[src/rtl/loader_pkg.sv]
// Shared constants for the instruction-memory loader: FSM encoding and stream framing.
package loader_pkg;
   localparam logic [2:0] S_IDLE   = 3'd0;
   localparam logic [2:0] S_LEN_HI = 3'd1;
   localparam logic [2:0] S_LEN_LO = 3'd2;
   localparam logic [2:0] S_DATA   = 3'd3;
   localparam logic [2:0] S_CHK    = 3'd4;
   localparam logic [2:0] S_DONE   = 3'd5;
   localparam logic [2:0] S_ERROR  = 3'd6;

   localparam int LEN_BYTES      = 2;
   localparam int BYTES_PER_WORD = 4;
endpackage

[src/rtl/word_packer.sv]
// Big-endian byte-to-word packer; emits a one-cycle word_valid after the 4th byte.
// LOADER_CHECKSUM_EN adds a running XOR of every packed byte.
module word_packer
   import loader_pkg::*;
(
   input  logic        clk,
   input  logic        reset,
   input  logic        clear,
   input  logic        byte_en,
   input  logic [7:0]  byte_in,
   output logic        word_last,
   output logic        word_valid,
   output logic [31:0] word
`ifdef LOADER_CHECKSUM_EN
   ,
   output logic [7:0]  csum
`endif
);
   localparam logic [1:0] LAST = 2'(BYTES_PER_WORD - 1);

   logic [1:0]  cnt_q, cnt_d;
   logic [23:0] shreg_q, shreg_d;
   logic [31:0] word_q, word_d;
   logic        valid_q, valid_d;
`ifdef LOADER_CHECKSUM_EN
   logic [7:0]  csum_q, csum_d;
`endif

   assign word_last  = byte_en && (cnt_q == LAST);
   assign word_valid = valid_q;
   assign word       = word_q;
`ifdef LOADER_CHECKSUM_EN
   assign csum       = csum_q;
`endif

   always_comb begin
      cnt_d   = cnt_q;
      shreg_d = shreg_q;
      word_d  = word_q;
      valid_d = 1'b0;
`ifdef LOADER_CHECKSUM_EN
      csum_d  = csum_q;
`endif
      if (clear) begin
         cnt_d  = '0;
`ifdef LOADER_CHECKSUM_EN
         csum_d = '0;
`endif
      end else if (byte_en) begin
`ifdef LOADER_CHECKSUM_EN
         csum_d = csum_q ^ byte_in;
`endif
         if (cnt_q == LAST) begin
            word_d  = {shreg_q, byte_in};
            valid_d = 1'b1;
            cnt_d   = '0;
         end else begin
            shreg_d = {shreg_q[15:0], byte_in};
            cnt_d   = cnt_q + 2'd1;
         end
      end
   end

   always_ff @(posedge clk) begin
      if (reset) begin
         cnt_q   <= '0;
         shreg_q <= '0;
         word_q  <= '0;
         valid_q <= 1'b0;
`ifdef LOADER_CHECKSUM_EN
         csum_q  <= '0;
`endif
      end else begin
         cnt_q   <= cnt_d;
         shreg_q <= shreg_d;
         word_q  <= word_d;
         valid_q <= valid_d;
`ifdef LOADER_CHECKSUM_EN
         csum_q  <= csum_d;
`endif
      end
   end
endmodule

[src/rtl/imem_loader.sv]
// Fills instruction memory from a length-prefixed big-endian byte stream, pausing the core meanwhile.
// Optional trailing XOR checksum byte when LOADER_CHECKSUM_EN is defined.
module imem_loader
   import loader_pkg::*;
#(
   parameter int          ADDR_W    = 8,
   parameter logic [31:0] BASE_ADDR = 32'h0
) (
   input  logic        CLOCK_50,
   input  logic        reset,
   input  logic        start,
   input  logic [7:0]  rx_data,
   input  logic        rx_valid,
   output logic        rx_ready,
   output logic        mem_we,
   output logic [31:0] mem_addr,
   output logic [31:0] mem_wdata,
   output logic        pause,
   output logic        busy,
   output logic        done,
   output logic        error,
   output logic [15:0] words_loaded
);
   localparam logic [32:0] CAP = 33'd1 << ADDR_W;

   logic [2:0]               state_q, state_d;
   logic [LEN_BYTES*8-1:0]   n_q, n_d;
   logic [15:0]              wl_q, wl_d;
   logic [15:0]              n_full;
   logic                     accept, word_last;
`ifdef LOADER_CHECKSUM_EN
   logic [7:0]               csum;
`endif

   assign rx_ready     = state_q inside {S_LEN_HI, S_LEN_LO, S_DATA, S_CHK};
   assign accept       = rx_valid && rx_ready;
   assign n_full       = {n_q[15:8], rx_data};
   // The last word's write lands the cycle after the FSM reaches DONE, so hold pause over it.
   assign pause        = rx_ready || mem_we;
   assign busy         = pause;
   assign done         = (state_q == S_DONE) && !mem_we;
   assign error        = (state_q == S_ERROR);
   assign words_loaded = wl_q;
   assign mem_addr     = BASE_ADDR + {14'b0, wl_q, 2'b00};

   word_packer u_packer (
      .clk        (CLOCK_50),
      .reset      (reset),
      .clear      (start && (state_q inside {S_IDLE, S_DONE, S_ERROR})),
      .byte_en    (accept && (state_q == S_DATA)),
      .byte_in    (rx_data),
      .word_last  (word_last),
      .word_valid (mem_we),
      .word       (mem_wdata)
`ifdef LOADER_CHECKSUM_EN
      ,
      .csum       (csum)
`endif
   );

   always_comb begin
      state_d = state_q;
      n_d     = n_q;
      wl_d    = wl_q;
      if (mem_we) wl_d = wl_q + 16'd1;
      case (state_q)
         S_IDLE, S_DONE, S_ERROR:
            if (start) begin
               state_d = S_LEN_HI;
               wl_d    = '0;
            end
         S_LEN_HI:
            if (accept) begin
               n_d[15:8] = rx_data;
               state_d   = S_LEN_LO;
            end
         S_LEN_LO:
            if (accept) begin
               n_d = n_full;
               if (n_full == 16'd0)               state_d = S_DONE;
               else if ({17'b0, n_full} > CAP)    state_d = S_ERROR;
               else                               state_d = S_DATA;
            end
         // Words never complete closer than 4 cycles apart, so no write is pending here.
         S_DATA:
            if (word_last && (wl_q + 16'd1 == n_q)) begin
`ifdef LOADER_CHECKSUM_EN
               state_d = S_CHK;
`else
               state_d = S_DONE;
`endif
            end
`ifdef LOADER_CHECKSUM_EN
         S_CHK:
            if (accept) state_d = (rx_data == csum) ? S_DONE : S_ERROR;
`endif
         default: state_d = S_IDLE;
      endcase
   end

   always_ff @(posedge CLOCK_50) begin
      if (reset) begin
         state_q <= S_IDLE;
         n_q     <= '0;
         wl_q    <= '0;
      end else begin
         state_q <= state_d;
         n_q     <= n_d;
         wl_q    <= wl_d;
      end
   end
endmodule

[config.mk]
export PLATFORM = sky130hd
export DESIGN_NAME = imem_loader
export DESIGN_NICKNAME = d
export VERILOG_FILES = /design/src/rtl/loader_pkg.sv /design/src/rtl/word_packer.sv /design/src/rtl/imem_loader.sv
export SDC_FILE = /design/constraint.sdc
export NUM_CORES = 1
export LEC_CHECK = 0
export ABC_AREA = 0
export CAP_MARGIN = 10
export CORE_MARGIN = 2
export CORE_UTILIZATION = 35
export CTS_CLUSTER_DIAMETER = 150
export DETAILED_ROUTE_END_ITERATION = 7
export PLACE_DENSITY = 0.58
export SLEW_MARGIN = 10
export SYNTH_ARGS = -nofsm -noshare
export SYNTH_HDL_FRONTEND = slang
export SYNTH_SLANG_ARGS = --single-unit
[constraint.sdc]
create_clock -name CLOCK_50 -period 3.1 [get_ports CLOCK_50]
set_clock_uncertainty 0.05 [all_clocks]
set_input_delay 0.62 -clock CLOCK_50 [delete_from_list [all_inputs] [get_ports CLOCK_50]]
set_output_delay 0.62 -clock CLOCK_50 [all_outputs]
set_load 0.005 [all_outputs]
# Word-level counts from Yosys, hierarchy flattened
# Cells that the tools add are included.
# word_totals
register_bits,94
latchBits,0
ramBits,0
mem_bits_ro,0
inputBits,12
out_inout_bits,86
word_cells,61
mem_count,0
# op_classes
n_addsub,2
n_mul,0
n_div,0
n_lt_le_gt_ge,1
n_eq_ne,12
shifts,0
muxes,14
bitwise,4
reduce_logical,20
# ops
op,n
16-bit two-way mux,3
3-bit two-way mux,6
"16-bit by 1-bit adder with 16-bit output, second input constant",1
16-bit == test,1
"16-bit by 9-bit greater-than comparator with 1-bit output, second input constant",1
16-bit logical NOT,1
8-bit case mux with 2 select lines,1
3-bit case mux with 4 select lines,1
"3-bit == test, second input constant",3
3-bit AND reduction,3
8-bit two-way mux,1
"3-bit by 2-bit == test with 1-bit output, second input constant",2
1-bit logical AND,6
"2-bit inequality test, second input constant",3
3-bit OR reduction,2
1-bit NOT,4
4-bit AND reduction,1
4-bit nonzero test,1
"3-bit by 1-bit == test with 1-bit output, second input constant",1
3-bit logical NOT,1
3-bit nonzero test,1
"2-bit by 1-bit adder with 2-bit output, second input constant",1
"2-bit == test, second input constant",1
2-bit two-way mux,1
6 further kinds,6

# Logic depth before layout (Yosys ltp)
# Gate-level depths: netlist (run 1).
# logic_depth
depth_word,8
depth_mapped,8

# Cells and area by module
# A second synthesis (run 1) with hierarchy kept.
# unflattened
cells_unflattened,490
hier_area_um2,4689.5
# modules_own_cells
mod,n_inst,cells_each,area_per_inst_um2
word_packer,1,208,2357.3
imem_loader,1,282,2332.2

# Worst setup path before layout (run 1)
# Ideal clock, no wire load.
# synth_timing
path_type,flip-flop to flip-flop
start,register wl_q[1] (netlist: words_loaded[1])
end,register state_q[1]
t_arrival_ns,2.087
t_required_ns,2.921
path_slack_ns,0.834
path_stages_with_launch,9
synth_period_minus_slack_ns,2.266
path_cell_list,dfxtp_1 > ha_1 > buf_6 > nand4_2 > or3_1 > a222oi_1 > nand4_1 > nor4_2 > o22ai_1
# synth_via
elab_chain_cells,5
# synth_lines
item,line,text
"start, declared",imem_loader.sv:28,"logic [15:0] wl_q, wl_d;"
"start signal, assigned",imem_loader.sv:109,wl_q <= wl_d;
16-bit by 1-bit adder with 16-bit output,imem_loader.sv:86,if (word_last && (wl_q + 16'd1 == n_q)) begin
16-bit == test,imem_loader.sv:86,
1-bit logical AND,imem_loader.sv:86,
2-bit by 1-bit inequality test with 1-bit output (no source line),n/a,
4-bit AND reduction (no source line),n/a,
"end signal, assigned",imem_loader.sv:107,state_q <= state_d;
"end, declared",imem_loader.sv:26,"logic [2:0] state_q, state_d;"
# No other way between the ends.
# A chain may end at the register's enable or synchronous reset.

# Worst setup path after layout (run 1)
# Same ends and word-level chain as after synthesis.

==> results of run 1 <==
## registers in the layout, summed over array words and instances, names as in the netlist
signal and flops:
state_q 3, u_packer.shreg_q 24, n_q 16, u_packer.cnt_q 2, words_loaded 16, u_packer.word_valid 1, u_packer.word 32
## path summary, 6_finish.rpt
check / from / endpoint / cells after the start
worst min-delay path: u_packer.word[8] / u_packer.word[8] / 2
worst max-delay path: words_loaded[1] / state_q[1] / 7
worst min register to register: u_packer.word[8] / u_packer.word[8] / 2
worst max register to register: words_loaded[1] / state_q[1] / 7
## cell usage in the layout (no fill, tap or decap), types with 2 or more instances in the layout
cell,n
sky130_fd_sc_hd__or3_1,6
sky130_fd_sc_hd__a31o_2,2
sky130_fd_sc_hd__a211oi_1,2
sky130_fd_sc_hd__dfxtp_1,94
sky130_fd_sc_hd__buf_4,7
sky130_fd_sc_hd__clkdlybuf4s50_1,80
sky130_fd_sc_hd__nor4_1,10
sky130_fd_sc_hd__conb_1,16
sky130_fd_sc_hd__o21ai_0,12
sky130_fd_sc_hd__nor2_1,31
sky130_fd_sc_hd__a31oi_1,3
sky130_fd_sc_hd__nand3b_1,2
sky130_fd_sc_hd__a21oi_1,69
sky130_fd_sc_hd__clkbuf_16,9
sky130_fd_sc_hd__nand4_1,14
sky130_fd_sc_hd__inv_1,5
sky130_fd_sc_hd__nand3_1,8
sky130_fd_sc_hd__inv_8,2
sky130_fd_sc_hd__ha_1,2
sky130_fd_sc_hd__nor3_1,4
sky130_fd_sc_hd__nand2_1,143
sky130_fd_sc_hd__and2_1,2
sky130_fd_sc_hd__and4_1,3
sky130_fd_sc_hd__nand4_2,2
sky130_fd_sc_hd__xor2_1,17
sky130_fd_sc_hd__mux2i_1,11
sky130_fd_sc_hd__xnor2_1,14
sky130_fd_sc_hd__clkinvlp_4,3
sky130_fd_sc_hd__nor4_2,2
## per-layer routing
| metal | share of wire | track usage | up-vias | wire (um) |
|---|---|---|---|---|
| li1 | - | - | 1883 | - |
| met1 | 0.46 | 0.214 | 1737 | 4840 |
| met2 | 0.48 | 0.275 | 92 | 5100 |
| met3 | 0.041 | 0.0429 | 17 | 438 |
| met4 | 0.019 | 0.0586 | 0 | 197 |
| met5 | 0 | 0 | - | 0 |
## kinds of logic (layout without fill, tap and decap cells)
| family | after synthesis | in the layout | share of synthesized area |
|---|---|---|---|
| AO/OA/AOI/OAI | 99 | 99 | 0.128 |
| XOR/XNOR | 31 | 31 | 0.0623 |
| adder cells (fa/ha/maj) | 2 | 2 | 0.00574 |
| buffers and inverters | 74 | 109 | 0.103 |
| flip-flops | 94 | 94 | 0.432 |
| multiplexers | 11 | 11 | 0.0253 |
| other | 1 | 16 | 0.000861 |
| AND/OR/NAND/NOR | 235 | 235 | 0.243 |
## worst min-delay path, delay by kind of cell, from the launching register on
kind	cells	cell delay (ns)
flip-flops	1	0.31
AND/OR/NAND/NOR	1	0.05
AO/OA/AOI/OAI	1	0.05
## area by class of cell
class                           instances  area (sq um)  share of cell area
Clock inverter                          6          53.8              0.0101
Timing Repair Buffer                   88           858               0.160
Sequential cell                        94          1880               0.352
Clock buffer                           10           239              0.0446
Multi-Input combinational cell        394          2090               0.391
Tap cell                              168           210              0.0393
Inverter                                5          18.8             0.00351
## where the power goes
| group | internal (mW) | leakage (nW) | switching (mW) |
|---|---|---|---|
| Clock | 0.580 | 0.135 | 0.516 |
| Sequential | 1.25 | 0.758 | 0.0650 |
| Combinational | 0.199 | 0.884 | 0.255 |
## metrics by stage
step / hold slack [ns] / setup slack, ns
after global placement: 0.396 / 0.543
after global routing: 0.423 / 0.120
after floorplan: 0.382 / 0.834
after CTS: 0.408 / 0.388
final: 0.405 / 0.400
after detailed placement: 0.397 / 0.397
==> impl_summary.txt, run 1 <==
----------------------------------------------------
[Status]
  Status ... finished clean

[Global routing]
  Global-route wire length before repair ... 17,700 um
  Final global-route overflow total ... 0
  GR Util All Layers ... 0.167
  Number of global-route vias before repair ... 3,612
  Number of antenna violations at the first check in global routing ... 0
  Pin count of the biggest net entering global routing ... 47

[Route]
  DRC ... 0
  First-pass iteration count of the detailed router ... 5
  Via density ... 4.87
  Number of nets with antenna violations after routing ... 0
  Final wirelength ... 10,600 um
  Routed WL per cell ... 13.8 um
  Iter 0 DRT Violations ... 228
  Via count of the routed design ... 3,729

[Logic synthesis]
  Number of flip-flops and latches in the synthesized netlist ... 94
  Most instantiated flip-flop cell in the synthesis netlist ... sky130_fd_sc_hd__dfxtp_1
  Count of distinct cell types in the synthesized netlist ... 50
  Number of enable-type register cells in the synthesized netlist ... 0
  Mean instance size in the synthesized netlist ... 7.96 sq um
  Top cell type's share of synthesized area ... 0.432
  Post-synthesis cell count ... 547
  Syn Std Cell Area ... 4360 sq um
  Cells taking the most area after synthesis ... sky130_fd_sc_hd__dfxtp_1, sky130_fd_sc_hd__nand2_1, sky130_fd_sc_hd__a21oi_1, sky130_fd_sc_hd__buf_4, sky130_fd_sc_hd__xor2_1
  Commonest cells post-synth ... sky130_fd_sc_hd__nand2_1, sky130_fd_sc_hd__dfxtp_1, sky130_fd_sc_hd__a21oi_1
  Library cell with the highest instance count after synthesis ... sky130_fd_sc_hd__nand2_1
  Synth async-reset ratio ... 0
  Largest area contributor in the synthesized netlist ... sky130_fd_sc_hd__dfxtp_1
  Count of yosys warnings during synthesis ... 0
  Register area share after synthesis ... 0.432

[Setup path]
  Maximum fanout along the worst path ... 10
  Arrival @ worst endpoint ... 2.87 ns
  Sort of element at the start of the critical path ... flop
  Worst path required time ... 3.27 ns
  Critical path, cell by cell ... ha_1 > nand4_2 > nor4_1 > nand4_1 > a21o_2 > nor4_2 > o22ai_1
  Family with the most delay on the worst path ... simple AND/OR/NAND/NOR gates
  Sum of buffers and inverters on the critical path ... 0
  Maximum cell stage delay along the critical path ... 0.57 ns
  Worst path slowest cell ... sky130_fd_sc_hd__nor4_1
  Register-to-Register Setup Slack ... 0.40 ns
  CP endpoint kind ... flop
  Crit path kind ... flop to flop

[Timing]
  Period Utilization, post-route ... 0.871
  Final hold violations ... 0
  Top achievable clock speed ... 370 MHz
  Worst slew margin relative to its limit ... 0.553
  Final setup violation count ... 0
  Transition time at the pin with the least slew margin ... 0.669 ns
  Final Slew Violations ... 0
  Setup repair after global routing missed its margin ... false
  Summed negative setup slack over all endpoints ... 0 ns
  Shortest clock period the worst path allows after layout ... 2.70 ns

[Die]
  Num rows ... 40
  Floorplan die height ... 116 um
  Horizontal extent of the die ... 116 um
  I/O pin cnt ... 98
  Initial Util ... 0.361
  Placeable core area ... 12,100 sq um
  Die area ... 13,400 sq um

[Clock tree]
  Post_cts resized ... 0
  Insertion delay to the later sink of the worst-skew pair ... 0.35 ns
  CTS tree ... done
  Clock buffers created by TritonCTS ... 9
  Clk pin slew, worst setup/hold paths ... 0.07 ns
  Buffers from clock root to sink, at most ... 2
  Post-CTS Setup Inserts ... 0
  Clock root buffer master ... sky130_fd_sc_hd__clkbuf_16
  Number of levels the H-tree was split into ... 3
  Number of sinks driven by the clock tree ... 94
  CTS hold repair buffers ... 0

[Cells and area]
  Total inserted antenna cells ... 0
  Share of post-route cells with drive strength above 1 ... 0.0620
  Growth of design area from synthesis to finish ... 22.9%
  Total of fill cells in the finished design ... 1,226
  Post-route non-filler standard cell count ... 765
  Fraction of the core area covered by cells at the end of the flow ... 0.444
  Nets@finish ... 606
  Post-layout instance area ... 5350 sq um

[Flow run]
  Max-cap violations ... 0

[Pwr]
  Ratio of total power to cell area ... 536 nW/um^2
  Peak supply drop ... 0.442 mV
  Lkg Pwr ... 1.78 nW
  Total design power ... 2.87 mW

[Place]
  Placed cell count ... 749
  Post-DP HPWL ... 7400 um
  GPL Wtd Cong ... 0.782
  IO Port Bufs ... 81
  Area after DPL ... 5060 sq um

[Min path]
  Worst hold path type ... flop to flop

----------------------------------------------------
No activity file was read; power rests on OpenSTA's default activity.
==> run 2: changes to the inputs <==
- CAP_MARGIN: 10 -> unset
==> results of run 2 <==
Final layout, timing and power as in run 1 (identical DEF).
==> RTL edit 1 (settings of run 1) <==
Reset style: asynchronous (`reset`), changed in 2 clocked blocks.
--- a/src/rtl/word_packer.sv
+++ b/src/rtl/word_packer.sv
@@ -63,3 +63,3 @@
 
-   always_ff @(posedge clk) begin
+   always_ff @(posedge clk or posedge reset) begin
       if (reset) begin
--- a/src/rtl/imem_loader.sv
+++ b/src/rtl/imem_loader.sv
@@ -100,3 +100,3 @@
 
-   always_ff @(posedge CLOCK_50) begin
+   always_ff @(posedge CLOCK_50 or posedge reset) begin
       if (reset) begin
Function: differs if reset is asserted again (counterexample within 4 cycles, from zero or initial values and one cycle with reset high); with reset held inactive, the same outputs for 4 cycles.
==> RTL edit 1 against run 1 <==
Global-route usage fell by 2.0 points; setup slack improved by 0.074 ns; routed wire length down 3.2%; cell area increased by 6.8%; register-to-register slack better by 0.37 ns; area after synthesis is 5.9% higher; first-iteration DRC count shrank 36%; sequential cell count stayed put; count of clock-buffer cells in the layout unchanged.
Power is not compared: it rests on default switching activity, and its combinational part moved more than twofold at a synthesized area within 25%.
==> RTL edit 1: results (changes against run 1) <==
| Metric | Value |
|---|---|
| Max reg flops | `32 (unchanged)` |
| Status | `finished clean` |
| Total Routing Usage GR | `0.148 (-0.0196)` |
| Initial antenna violation count | `0 (unchanged)` |
| Clock slew at reported path FFs | `0.07 ns (about the same)` |
| Port bufs | `81 (unchanged)` |
| Maxcap violations | `0 (unchanged)` |
| Multi-input gate area | `1970 sq um (-6.0%)` |
| H-Tree Depth | `3 (unchanged)` |
| Clk Latency, worst-skew pair | `0.34 ns` |
| Final Hold Fails | `0 (unchanged)` |
| Crit path arrival time | `1.96 ns (-0.91 ns)` |
| Net switching power | `1.39 mW` |
| Synth unique cells | `51 (+2.0%)` |
| Post-DP HPWL | `7180 um (-2.9%)` |
| FFs w/ async S/R, synth | `1.00 (+1.00)` |
| DR vias | `3189 (-14%)` |
| Largest net degree at the start of global routing | `95 (+100%)` |
| Detailed Route Iter0 Violations | `146 (-36%)` |
| CTS max path bufs | `2 (unchanged)` |
| CTS Root Cell | `clkbuf_16` |
| Number of fill cells in the layout | `1234 (+0.65%)` |
| Relative slew margins | `0.514 (-0.0397)` |
| Vias in the first global route | `3116 (-14%)` |
| First-pass GRT wire length | `16700 um (-6.0%)` |
| Most frequent cells after synthesis | `dfrtp_1, nand2_1, mux2_2, buf_4, nor2_1` |
| DP Area | `5440 sq um (+7.5%)` |
| Number of CTS-inserted buffers | `9 (unchanged)` |
| Post-CTS Setup Bufs | `0 (unchanged)` |
| First-pass DRT Iterations | `4 (-1)` |
| Seq/Total Area, Yosys | `0.510 (+0.0780)` |
| CTS resizes | `0 (unchanged)` |
| WL/cell | `15.1 um (+8.9%)` |
| # diodes | `0 (unchanged)` |
| Area contributors post-synth | `dfrtp_1, mux2_2, nand2_1` |
| Lkg Pwr | `2.49 nW` |
| Yosys warns | `0 (unchanged)` |
| Placer Congestion | `0.834 (+6.6%)` |
| Worst Path Max Fanout | `15 (+5)` |
| Final #Nets | `517 (-15%)` |
| Share of cells above drive strength 1 | `0.148 (+0.0857)` |
| Hold crit path type | `flop to flop` |
| Max VDD drop | `between 0.3 and 0.4 mV` |
RTL edit 1: path summary, 6_finish.rpt:
path	startpoint	endpoint	slack [ns]	cells after the start
setup / recovery	state_q[0]	pause	0.47	4
hold / removal	u_packer.shreg_q[20]	u_packer.word[28]	0.42	2
setup reg to reg	words_loaded[1]	state_q[1]	0.77	5
hold reg to reg	u_packer.shreg_q[20]	u_packer.word[28]	0.42	2
max in group asynchronous	reset	u_packer.word[27]	1.90	3
min in group asynchronous	reset	u_packer.word[8]	0.67	3
RTL edit 1: cell type report:
type | count | share of cell area
inverters | 5 | 0.00394
well taps | 172 | 0.0377
flip-flops and latches | 94 | 0.412
multi-input cells | 304 | 0.344
clock inverters | 6 | 0.00832
clock buffers | 10 | 0.0401
repair buffers | 89 | 0.155
RTL edit 1: power by group through the flow:
| stage | combinational (mW) | sequential, mW | clock, mW |
|---|---|---|---|
| 2_1_floorplan | 0.962 | 1.86 | 0 |
| 3_3_place_gp | 1.32 | 2.00 | 0 |
| 3_5_place_dp | 1.35 | 2.01 | 0 |
| 4_1_cts | 1.36 | 1.99 | 1.06 |
| 5_1_grt | 1.47 | 2.05 | 1.12 |
| 6_report | 1.34 | 1.99 | 1.03 |
RTL edit 1: cells by family (layout without fill, tap and decap cells):
logic type,after synthesis,after routing,share of synthesized area
multiplexers,49,49,0.119
other,1,16,0.000813
AND/OR/NAND/NOR,173,173,0.174
buffers and inverters,57,110,0.0762
flip-flops,94,94,0.510
XOR/XNOR,40,40,0.0759
adder cells (fa/ha/maj),2,2,0.00542
AO/OA/AOI/OAI,24,24,0.0385
RTL edit 1: per-stage QoR:
step / hold slack (ns) / setup WS (ns) / instances
3_3_place_gp: 0.411 / 0.586 / 664
4_1_cts: 0.426 / 0.459 / 680
3_5_place_dp: 0.407 / 0.542 / 664
6_report: 0.420 / 0.474 / 680
5_1_grt: 0.457 / 0.342 / 680
2_1_floorplan: 0.385 / 1.04 / 455
RTL edit 1: layer usage:
layer	global-route usage	vias up	wire length, um
met5	0	-	0
met2	0.231	77	4790
met3	0.0376	13	505
met1	0.203	1545	4830
li1	-	1554	-
met4	0.0402	0	112
RTL edit 1: critical path, stage by stage (launching register included):
cell and delay [ns]:
dfrtp_1 0.61, nor2_1 0.11, xnor2_1 0.15, or2_2 0.29
clkdlybuf4s50_1 0.45
==> RTL edit 2 (flow settings as in run 1) <==
Without the edit above. Add a define of `LOADER_CHECKSUM_EN`.
--- a/src/rtl/word_packer.sv
+++ b/src/rtl/word_packer.sv
@@ -2,2 +2,4 @@
 // LOADER_CHECKSUM_EN adds a running XOR of every packed byte.
+`define LOADER_CHECKSUM_EN
+
 module word_packer
Check against the original RTL: not equivalent (a bounded check fails within 10 cycles, from zero or initial values and one cycle with reset high).
==> RTL edit 2 against run 1 <==
Register-to-register slack improved by 0.18 ns; area after synthesis up 11%; maximum frequency up 2.2%; cell count increased by 10%; power grew 6.5%; sequential cell count up 8; highest routed layer unchanged; sequential share of layout area is 0.075 points lower; routed wire length grew 9.1%; sequential power is 9% higher; setup slack improved by 0.058 ns; cell area grew 8.7%.
==> RTL edit 2: results (changes against run 1) <==
| Metric | Value |
|---|---|
| Synth unique cells | `53 (+6.0%)` |
| Worst Path Max Fanout | `12 (+2)` |
| Post-DP HPWL | `8230 um (+11%)` |
| Final #Nets | `671 (+11%)` |
| CTS resizes | `0 (unchanged)` |
| Max reg flops | `32 (unchanged)` |
| Biggest cell delay along the critical path | `0.58 ns` |
| Vias in the first global route | `3810 (+5.5%)` |
| Number of CTS-inserted buffers | `9 (unchanged)` |
| Main synth FF type | `dfxtp_1` |
| Met2 Routed Length | `5350 um (+4.7%)` |
| H-Tree Depth | `3 (unchanged)` |
| Met1 Wirelength | `5580 um (+15%)` |
| Final cell count without fillers | `842 (+10%)` |
| Met1 GRT Util | `0.220 (+0.00601)` |
| Most frequent cells after synthesis | `nand2_1, dfxtp_1, a21oi_1, nor2_1, buf_4` |
| Post-route DRC | `0 (unchanged)` |
| Bufs and invs on worst path | `1 (+1)` |
| Number of fill cells in the layout | `1377 (+12%)` |
| Largest delay share family, worst path | `flip-flops` |
| CTS max path bufs | `2 (unchanged)` |
| Met2 Track Usage GR | `0.261 (-0.0143)` |
| Lkg Pwr | `1.96 nW (+11%)` |
| Status | `finished clean` |
| Cells after DPL | `826 (+10%)` |
| Yosys warns | `0 (unchanged)` |
| Share of cells above drive strength 1 | `0.0544 (-0.00760)` |
| Detailed Route Iter0 Violations | `223 (-2.2%)` |
| Slowest cell on crit path | `dfxtp_1` |
| Total Routing Usage GR | `0.162 (-0.00557)` |
| Max VDD drop | `0.277 mV (-37%)` |
| Initial antenna violation count | `0 (unchanged)` |
| Final hold slack | `0.406 ns (+0.000359 ns)` |
| Mean Syn Cell Area | `7.85 sq um (-1.4%)` |
| Seq/Total Area, Yosys | `0.421 (-0.0110)` |
| Multi-input gate area | `2350 sq um (+13%)` |
| Top routing layer in use | `met4` |
| Vias per std cell | `4.85 (-0.50%)` |
| Crit path arrival time | `1.97 ns (-0.90 ns)` |
| FFs w/ async S/R, synth | `0 (unchanged)` |
| Clk Latency, worst-skew pair | `0.35 ns (about the same)` |
| CTS Root Cell | `clkbuf_16` |
| Hold crit path type | `flop to flop` |
| DP Area | `5530 sq um (+9.4%)` |
| Worst slack, placed | `0.414 ns (+0.0174 ns)` |
| Met3 wire len | `436 um (-0.46%)` |
| Worst Max-Slew Pin Slew | `0.784 ns (+0.115 ns)` |
| Placer Congestion | `0.875 (+12%)` |
| Net switching power | `900 uW (+7.6%)` |
| Largest net degree at the start of global routing | `78 (+66%)` |
| WL/cell | `13.7 um (-0.85%)` |
| Area contributors post-synth | `dfxtp_1, nand2_1, a21oi_1` |
| Final worst path period share | `0.852 (-0.0186)` |
| Met3 Track Usage GR | `0.0281 (-0.0148)` |
| First-pass DRT Iterations | `4 (-1)` |
| Setup slack, reg-to-reg | `0.58 ns (+0.18 ns)` |
| First-pass GRT wire length | `19100 um (+7.8%)` |
==> RTL edit 2: cell types whose count changed in the layout (fill, tap and decap cells not counted), sizes merged, moves of 7 or more <==
| cell | run 1 | this run |
|---|---|---|
| a21oi | 69 | 78 |
| dfxtp | 94 | 102 |
| mux2i | 11 | 2 |
| nand2 | 143 | 171 |
| nand4 | 16 | 9 |
| nor2 | 32 | 39 |
| xnor2 | 14 | 27 |
| xor2 | 17 | 24 |
==> RTL edit 2: cell families (layout without fill, tap and decap cells) <==
| group | count (synthesis) | count (layout) | share of synthesized area |
|---|---|---|---|
| DFF | 102 | 102 | 0.421 |
| adders and majority gates | 2 | 2 | 0.00516 |
| buffers and inverters | 86 | 115 | 0.106 |
| muxes | 2 | 2 | 0.00413 |
| AOI/OAI and AO/OA | 107 | 107 | 0.125 |
| and+or+nand+nor | 267 | 267 | 0.246 |
| xor gates and xnor gates | 51 | 51 | 0.0921 |
| other | 1 | 16 | 0.000773 |
==> RTL edit 2: power groups by stage <==
| stage | logic, mW | clock network, mW | registers [mW] |
|---|---|---|---|
| detailed placement | 0.507 | 0 | 1.47 |
| CTS | 0.508 | 1.14 | 1.44 |
| global placement | 0.503 | 0 | 1.47 |
| finish | 0.507 | 1.11 | 1.44 |
| floorplan | 0.417 | 0 | 1.42 |
| global route | 0.568 | 1.20 | 1.45 |
==> RTL edit 2: cell type report <==
type / instances / area share
clock inverter: 6 / 0.00989
clock buffer: 10 / 0.0393
timing repair buffer: 92 / 0.153
inverter: 7 / 0.00451
sequential: 102 / 0.351
tap: 180 / 0.0387
multi-input combinational: 445 / 0.404
==> RTL edit 2: final timing paths <==
kind / from / end
setup reg to reg: words_loaded[1] / state_q[0]
hold / removal: u_packer.word[17] / u_packer.word[17]
hold reg to reg: u_packer.word[17] / u_packer.word[17]
setup / recovery: state_q[1] / pause
